[config.mk]
export PLATFORM = sky130hd
export DESIGN_NAME = fifo_feed_ctrl
export DESIGN_NICKNAME = d
export VERILOG_FILES = /design/src/rtl/fifo_feed_ctrl.sv
export SDC_FILE = /design/constraint.sdc
export NUM_CORES = 1
export LEC_CHECK = 0
export CORE_UTILIZATION = 37
export CTS_BUF_LIST = sky130_fd_sc_hd__clkbuf_4 sky130_fd_sc_hd__clkbuf_8
export DETAILED_ROUTE_END_ITERATION = 10
export GPL_TIMING_DRIVEN = 0
export PLACE_DENSITY = 0.59
export SYNTH_ARGS = -nofsm -noshare
export SYNTH_HDL_FRONTEND = slang
export SYNTH_SLANG_ARGS = --single-unit
[constraint.sdc]
create_clock -name s_clk_i -period 3.2 [get_ports s_clk_i]
set_input_delay 0.64 -clock s_clk_i [delete_from_list [all_inputs] [get_ports s_clk_i]]
set_output_delay 0.64 -clock s_clk_i [all_outputs]
set_load 0.005 [all_outputs]
[src/rtl/fifo_feed_ctrl.sv]
// fifo_feed_ctrl: loads one tile of L*ARRAY_SIZE elements round-robin into a
// bank of row fifos, then drains the bank with a one-cycle-per-row skew so the
// systolic array sees a diagonal wavefront.
//
//  state | meaning
//  IDLE  | waiting for a start with a legal tile length
//  CLR   | one-cycle clear pulse to the fifo bank
//  LOAD  | accept upstream elements, fifo wsel gets the next one
//  DRAIN | skewed read enables, counter c runs 0..L+ARRAY_SIZE-2
//  FIN   | one-cycle done pulse
module fifo_feed_ctrl #(
    parameter int ARRAY_SIZE = 9,
    parameter int data_size  = 8,
    parameter int fifo_depth = 256
) (
    input  logic                  s_clk_i,
    input  logic                  clear_i,
    input  logic                  start_i,
    input  logic [8:0]            num_rows_i,
    input  logic                  in_valid_i,
    input  logic [data_size-1:0]  in_data_i,
    output logic                  in_ready_o,
    input  logic [ARRAY_SIZE-1:0] fifo_full_i,
    input  logic [ARRAY_SIZE-1:0] fifo_empty_i,
    output logic                  fifo_clear_o,
    output logic [ARRAY_SIZE-1:0] fifo_w_en_o,
    output logic [data_size-1:0]  fifo_data_o,
    output logic [ARRAY_SIZE-1:0] fifo_r_en_o,
    output logic                  busy_o,
    output logic                  done_o,
    output logic                  err_o
);

    localparam int WSW = (ARRAY_SIZE > 1) ? $clog2(ARRAY_SIZE) : 1;
    // wide enough for the drain counter's last value, L+ARRAY_SIZE-2
    localparam int CW  = $clog2(fifo_depth + ARRAY_SIZE);

    typedef enum logic [2:0] {
        IDLE  = 3'd0,
        CLR   = 3'd1,
        LOAD  = 3'd2,
        DRAIN = 3'd3,
        FIN   = 3'd4
    } state_t;

    state_t          state_q;
    logic [WSW-1:0]  wsel_q;
    logic [CW-1:0]   row_q;
    logic [CW-1:0]   cnt_q;
    logic [CW-1:0]   len_q;
    logic            err_q;

    logic            start_ok;
    logic            accept;
    logic            wsel_last;
    logic            row_last;
    logic            cnt_last;
    logic            underflow;
    logic            err_d;

    // Tile-length legality and counter terminal compares
    always_comb begin
        start_ok  = start_i && (num_rows_i != 9'd0) && (int'(num_rows_i) <= fifo_depth);
        wsel_last = (int'(wsel_q) == ARRAY_SIZE - 1);
        row_last  = (row_q == len_q - CW'(1));
        cnt_last  = (int'(cnt_q) == int'(len_q) + ARRAY_SIZE - 2);
    end

    // Write path: zero-latency handshake straight into the selected fifo
    always_comb begin
        in_ready_o  = (state_q == LOAD) && !fifo_full_i[wsel_q];
        accept      = in_valid_i && in_ready_o;
        fifo_w_en_o = accept ? (ARRAY_SIZE'(1) << wsel_q) : '0;
        fifo_data_o = (state_q == LOAD) ? in_data_i : '0;
    end

    // Read path: fifo k is read during the L-cycle window starting at c=k
    always_comb begin
        fifo_r_en_o = '0;
        for (int k = 0; k < ARRAY_SIZE; k++) begin
            fifo_r_en_o[k] = (state_q == DRAIN) && (int'(cnt_q) >= k) &&
                             (int'(cnt_q) < k + int'(len_q));
        end
        underflow = |(fifo_r_en_o & fifo_empty_i);
    end

    // Sticky underflow flag: cleared only by an accepted start
    always_comb begin
        err_d = err_q;
        if (state_q == IDLE && start_ok) begin
            err_d = 1'b0;
        end else if (state_q == DRAIN && underflow) begin
            err_d = 1'b1;
        end
    end

    // Status outputs decode straight from the state register
    always_comb begin
        busy_o       = (state_q != IDLE);
        done_o       = (state_q == FIN);
        fifo_clear_o = (state_q == CLR);
        err_o        = err_q;
    end

    // Tile sequencer
    always_ff @(posedge s_clk_i or posedge clear_i) begin
        if (clear_i) begin
            state_q <= IDLE;
            wsel_q  <= '0;
            row_q   <= '0;
            cnt_q   <= '0;
            len_q   <= '0;
            err_q   <= 1'b0;
        end else begin
            err_q <= err_d;
            case (state_q)
                IDLE: begin
                    if (start_ok) begin
                        len_q   <= CW'(num_rows_i);
                        wsel_q  <= '0;
                        row_q   <= '0;
                        cnt_q   <= '0;
                        state_q <= CLR;
                    end
                end
                CLR: begin
                    wsel_q  <= '0;
                    row_q   <= '0;
                    state_q <= LOAD;
                end
                LOAD: begin
                    if (accept) begin
                        if (wsel_last) begin
                            wsel_q <= '0;
                            if (row_last) begin
                                cnt_q   <= '0;
                                state_q <= DRAIN;
                            end else begin
                                row_q <= row_q + CW'(1);
                            end
                        end else begin
                            wsel_q <= wsel_q + WSW'(1);
                        end
                    end
                end
                DRAIN: begin
                    if (cnt_last) begin
                        state_q <= FIN;
                    end else begin
                        cnt_q <= cnt_q + CW'(1);
                    end
                end
                FIN: begin
                    state_q <= IDLE;
                end
                default: begin
                    state_q <= IDLE;
                end
            endcase
        end
    end

endmodule

==> flow_summary.yaml, run 1 <==
clock_tree:
  holdBufCountCts: 0
  cts_max_level: 2
  clkLatencyLatePin_ns: 0.29
  clkSinkCount: 35
  root_buffer: "clkbuf_8"
  clockBufferDepth: 2
  cts.clk_slew.worst_paths_ns: 0.08
  cts_tree: "yes"
  numCtsBuffers: 5
synth:
  yosysWarnings: 0
  synthFlopType: "dfrtp_1"
  ys_ff_latch: 35
  synth_area_um2: 4820
  synth_edf_count: 0
  syn_area_per_cell_um2: 8.33
  synth_cells: 579
  syn_nets: 712
  yosysUniqueCellTypes: 66
  async_flop_share_pct: 100
  seq_area_frac_synth_pct: 18.2
route:
  drt-total-wl_um: 15800
  first_pass_iters: 5
  drt_iter0_drc: 287
  ant_nets: 0
  drc: 0
  drt-wirelength-per-cell_um: 18.0
  viasPerCell: 5.61
  vias: 4935
global_routing:
  busiest_layer: "met2"
  grt_pass1_vias: 4824
  grt_overflow: 0
  use_met1_pct: 30.6
  grt_usage_pct: 23.5
  grt_max_degree: 36
  grt_pass1_wl_um: 24300
  grt_util_met3_pct: 3.37
  antenna_found_initial: 0
  global_route.usage.met2_pct: 39.7
setup_path:
  crit_required_ns: 2.56
  arrival_ns: 2.97
  worstSetupPathType: "reg -> out"
  critPathLaunchType: "flop"
  crit_path_top_delay_cell: "dfrtp_2"
  max_stage_delay_ns: 0.40
  crit_chain: "clkinvlp_4 -> buf_4 -> ha_4 -> a21bo_4 -> nand2_2 -> xnor2_2 -> ha_1 -> o21a_1 -> o211ai_1 -> a31oi_1 -> a2111oi_2 -> o221a_2 -> buf_2"
  path_max_fanout: 5
  endpoint_kind: "output pin"
  critPathTopFamily: "compound AO/OA/AOI/OAI gates"
  crit_buf_inv: 3
sta:
  fmax_ghz: 0.277
  fin_crit_sh_pct: 113
  setup_violations: 9
  finalMaxSlewViolations: 0
  fin_crit_ns: 3.61
  setup_ws_ns: -0.409
  final_hold_viol_count: 0
  slew_headroom_pct: 48.7
  tightest_slew_ns: 0.768
  rsz0062_at_grt: "yes"
  finClkSkew_ns: 0.0161
layout:
  layout-drive-gt1-share_pct: 29.7
  num-fill-cells: 1158
  final_common_cell: "ha_1"
  area_delta_synth_final_pct: 42.1
  seq_area_um2: 882
  most-common-layout-cells: "ha_1 (78), xnor2_1 (52), buf_4 (50), clkdlybuf4s50_1 (50), nand2_1 (36)"
  design_area_um2: 6850
  num-nets-final: 840
  n_antenna_cell: 0
  multi_input_area_um2: 4220
place:
  dpl-instance-area_um2: 5730
  dpl.hpwl_um: 11100
  gp_congestion: 0.914
  pre_cts_ws_ns: -1.15
  io_buffers: 69
power:
  p_leak_nw: 3.00
  finalPower_mw: 7.34
  vdd_drop_max_uv: 480
  power_density_nw_per_um2: 1070
floorplan:
  chipHeight_um: 116
  placementRows: 41
  dieArea_um2: 13500
  io-pin-count: 70
  dieWidth_um: 116
  coreArea_um2: 12700
  initial_utilization_pct: 38.1
run:
  maxCapViolations: 0
status:
  status: "complete, but fails checks"
  violations: "negative setup slack"
worst_hold_path:
  hp-class: "reg -> reg"
[tightest hold or removal path, cell delays in order, from the launching register on]
cell     delay [ns]
dfrtp_1        0.38
xnor2_1        0.13
nor2_1         0.04
[layer usage]
metal	vias up	routed length [um]
li1	2341	-
met1	2358	7000
met2	194	7390
met3	42	913
met4	0	529
met5	-	0
[power by group]
| part | internal, mW | switching [mW] | leakage [nW] |
|---|---|---|---|
| sequential | 0.597 | 0.362 | 0.448 |
| clock | 0.232 | 0.182 | 0.0581 |
| combinational | 2.88 | 3.08 | 2.49 |
[repair_timing]
action	CTS	global route
endpoints found under the setup margin	40	27
gates resized for setup	160	57
buffers inserted	45	11
pin swaps	30	36
[through the flow]
stage / setup TNS [ns] / utilization (%) / std cells / hold WS [ns]
after floorplan: 0 / - / 579 / 0.526
after global placement: -19.44 / 45.2 / 820 / 0.557
after detailed placement: -19.51 / 45.2 / 820 / 0.553
after CTS: -1.51 / 52.3 / 869 / 0.572
after global routing: -3.09 / 54.1 / 880 / 0.595
final: -2.11 / 54.1 / 880 / 0.573
[cells in the mapped netlist, drive strengths merged, types with 6 or more instances]
master	n	area [um2]
ha	94	1180
xnor2	57	499
nand2	43	161
a21oi	39	199
dfrtp	35	876
nor2	34	128
inv	29	109
o21ai	27	135
clkbuf	17	65.1
nand3	16	80.1
o21a	16	120
nor3	15	75.1
and2	13	81.3
nor2b	12	75.1
and3	11	68.8
mux2	10	113
nand4	10	62.6
buf	8	48.8
or3	7	48.8
xor2	7	61.3
a211oi	6	45.0
[final timing paths]
check,from,endpoint,slack (ns),cells after the start
setup / recovery,len_q[1]$_DFFE_PP0P_,fifo_r_en_o[7],-0.41,13
hold reg to reg,row_q[8]$_DFFE_PP0P_,row_q[8]$_DFFE_PP0P_,0.57,2
hold / removal,row_q[8]$_DFFE_PP0P_,row_q[8]$_DFFE_PP0P_,0.57,2
setup reg to reg,len_q[1]$_DFFE_PP0P_,err_o$_DFFE_PP0P_,-0.10,15
max in group asynchronous,clear_i,len_q[1]$_DFFE_PP0P_,1.85,2
min in group asynchronous,clear_i,cnt_q[2]$_DFFE_PP0P_,0.81,2
[cell type report]
| type | count | area share, % |
|---|---|---|
| multi-input combinational | 488 | 61.5 |
| buffer | 21 | 2.67 |
| tap | 172 | 3.14 |
| clock buffer | 5 | 1.00 |
| sequential | 35 | 12.9 |
| timing repair buffer | 125 | 15.9 |
| clock inverter | 3 | 0.639 |
| inverter | 31 | 2.23 |
[cell families after synthesis]
kind of cell / synth area share [%]
buffers and inverters: 4.77
adder cells (fa/ha/maj): 24.4
XOR/XNOR: 11.6
AO/OA/AOI/OAI: 18.7
AND/OR/NAND/NOR: 18.9
flip-flops: 18.2
multiplexers: 3.43
[registers in the layout, indices dropped and copies added (netlist names)]
register  count
cnt_q         9
err_o         1
len_q         9
row_q         9
state_q       3
wsel_q        4
(Power assumes the default switching activity.)
==> inputs of run 2 (changes only) <==
--- a/config.mk
+++ b/config.mk
@@ -8,8 +8,9 @@
 export CORE_UTILIZATION = 37
 export CTS_BUF_LIST = sky130_fd_sc_hd__clkbuf_4 sky130_fd_sc_hd__clkbuf_8
 export DETAILED_ROUTE_END_ITERATION = 10
+export GPL_ROUTABILITY_DRIVEN = 0
 export GPL_TIMING_DRIVEN = 0
-export PLACE_DENSITY = 0.59
+export PLACE_DENSITY_LB_ADDON = 0.05
 export SYNTH_ARGS = -nofsm -noshare
 export SYNTH_HDL_FRONTEND = slang
 export SYNTH_SLANG_ARGS = --single-unit
==> run 2 against run 1 <==
The run still ends with negative setup slack left. Routed wire length grew 8.8%. First-iteration DRC count rose by 8.4%. Sequential power up 2%. Critical path depth grew 1. Combinational power up 13%. Final cell count is 3.2% higher. Power increased by 9.6%. Utilization up 3.4 points. Critical endpoint unchanged. Largest cell class unchanged. Largest power group unchanged.
==> flow_summary.yaml, run 2 (same netlist as run 1, synthesis figures left out) <==
route:
  wl_met3_um: 874
  drc: 0
  drt-wirelength-per-cell_um: 19.0
  wl_met2_um: 8320
  first_pass_iters: 5
  top_layer_used: "met4"
  viasPerCell: 5.58
  drt_iter0_drc: 311
  met1_length_um: 7460
  ant_nets: 0
  drt-total-wl_um: 17200
  vias: 5070
place:
  dpl.hpwl_um: 11400
  pre_cts_ws_ns: -1.20
  io_buffers: 69
floorplan:
  initial_utilization_pct: 38.1
  chipHeight_um: 116
  dieArea_um2: 13500
  io-pin-count: 70
  placementRows: 41
  dieWidth_um: 116
  coreArea_um2: 12700
setup_path:
  reg2reg_from: "len_q[1]$_DFFE_PP0P_"
  crit_required_ns: 2.56
  crit_buf_inv: 4
  arrival_ns: 2.99
  critPathTopFamily: "compound AO/OA/AOI/OAI gates"
  crit_path_top_delay_cell: "dfrtp_2"
  rr_worst_depth: 18
  endpoint_kind: "output pin"
  crit_start: "len_q[1]$_DFFE_PP0P_"
  worstSetupPathType: "reg -> out"
  crit_chain: "clkinvlp_4 -> buf_6 -> buf_6 -> ha_4 -> a21bo_4 -> nand2_4 -> xnor2_4 -> ha_4 -> o21a_1 -> o211ai_1 -> a31oi_1 -> a2111oi_2 -> o221a_2 -> buf_2"
  max_stage_delay_ns: 0.40
  critPathLaunchType: "flop"
  path_max_fanout: 4
  crit_end: "fifo_r_en_o[7]"
  reg2reg_slack_ns: -0.28
  r2r_end: "err_o$_DFFE_PP0P_"
  cp.depth: 14
sta:
  rsz0062_at_grt: "yes"
  setup_violations: 8
  fin_crit_ns: 3.63
  whs_ns: 0.568
  tightest_slew_ns: 0.816
  fmax_ghz: 0.276
  final_hold_viol_count: 0
  fin_crit_sh_pct: 113
  setup_ws_ns: -0.426
  slew_headroom_pct: 45.5
  finClkSkew_ns: 0.00821
  finalMaxSlewViolations: 0
layout:
  reg_top3: "cnt_q x9, len_q x9, row_q x9"
  layout-drive-gt1-share_pct: 34.6
  n_antenna_cell: 0
  num-nets-final: 868
  area_delta_synth_final_pct: 51.0
  most-common-layout-cells: "ha_1 (71), buf_4 (69), clkdlybuf4s50_1 (51)"
  final_common_cell: "ha_1"
clock_tree:
  root_buffer: "clkbuf_8"
  numCtsBuffers: 5
  clkSinkCount: 35
  holdBufCountCts: 0
  cts.clk_slew.worst_paths_ns: 0.08
  cts_max_level: 2
  cts_tree: "yes"
  clkLatencyLatePin_ns: 0.30
  clockBufferDepth: 2
global_routing:
  antenna_found_initial: 0
  grt_overflow: 0
  grt_max_degree: 36
  grt_usage_pct: 26.0
  grt_pass1_wl_um: 26400
  grt_pass1_vias: 4966
run:
  maxCapViolations: 0
power:
  p_leak_nw: 3.15
  vdd_drop_max_uv: 369
  power_density_nw_per_um2: 1100
status:
  status: "complete, but fails checks"
  violations: "negative setup slack"
worst_hold_path:
  hold_path_depth: 2
  min-delay-start: "row_q[8]$_DFFE_PP0P_"
  hp-class: "reg -> reg"
==> run 2: cell count changes in the layout (fill, tap and decap cells not counted), sizes merged, moves of 2 or more <==
cell	delta
dlymetal6s2s	-2
dlygate4sd2	+2
buf	+31
clkbuf	-5
==> run 2: report_power, final <==
part / internal [mW] / switching (mW)
sequential: 0.596 / 0.380
combinational: 3.35 / 3.38
clock: 0.149 / 0.184
total: 4.10 / 3.94
==> run 2: area by class of cell <==
cell class              instances  area [um2]
fillers                      1148        5390
plain buffers                  21         173
flip-flops and latches         35         882
inverters                      31         161
multi-input cells             488        4420
repair buffers                153        1340
clock inverters                 3        15.0
clock buffers                   5        68.8
well taps                     172         215
==> run 2: worst min-delay path, cell delays in order (launching register included) <==
cell,delay [ns]
dfrtp_1,0.38
xnor2_1,0.08
nor2_1,0.08
==> run 2: per-stage QoR <==
step	util (%)	setup TNS (ns)	cell area (um2)	total power, mW	std cells
2_1_floorplan	-	0	4830	3.96	579
3_3_place_gp	45.2	-22.47	5730	5.23	820
3_5_place_dp	45.2	-23.33	5730	5.33	820
4_1_cts	53.3	-1.70	6760	7.06	877
5_1_grt	57.5	-3.10	7280	8.65	908
6_report	57.5	-2.22	7280	8.04	908
==> run 2: metal layers <==
metal | track usage, % | vias up
li1 | - | 2401
met1 | 32.6 | 2457
met2 | 45.7 | 176
met3 | 3.17 | 36
met4 | 9.74 | 0
met5 | 0 | -
==> run 2: worst min path at each step <==
stage,to
after floorplan,row_q[1]$_DFFE_PP0P_
after global placement,row_q[8]$_DFFE_PP0P_
after detailed placement,row_q[8]$_DFFE_PP0P_
after CTS,row_q[8]$_DFFE_PP0P_
after global routing,cnt_q[0]$_DFFE_PP0P_
final,row_q[8]$_DFFE_PP0P_
==> run 2: timing repair <==
action	in CTS	in global routing
setup endpoints to repair	49	32
setup buffers	52	34
pin swaps	68	56
cloned	1	0
gates resized for setup	181	83
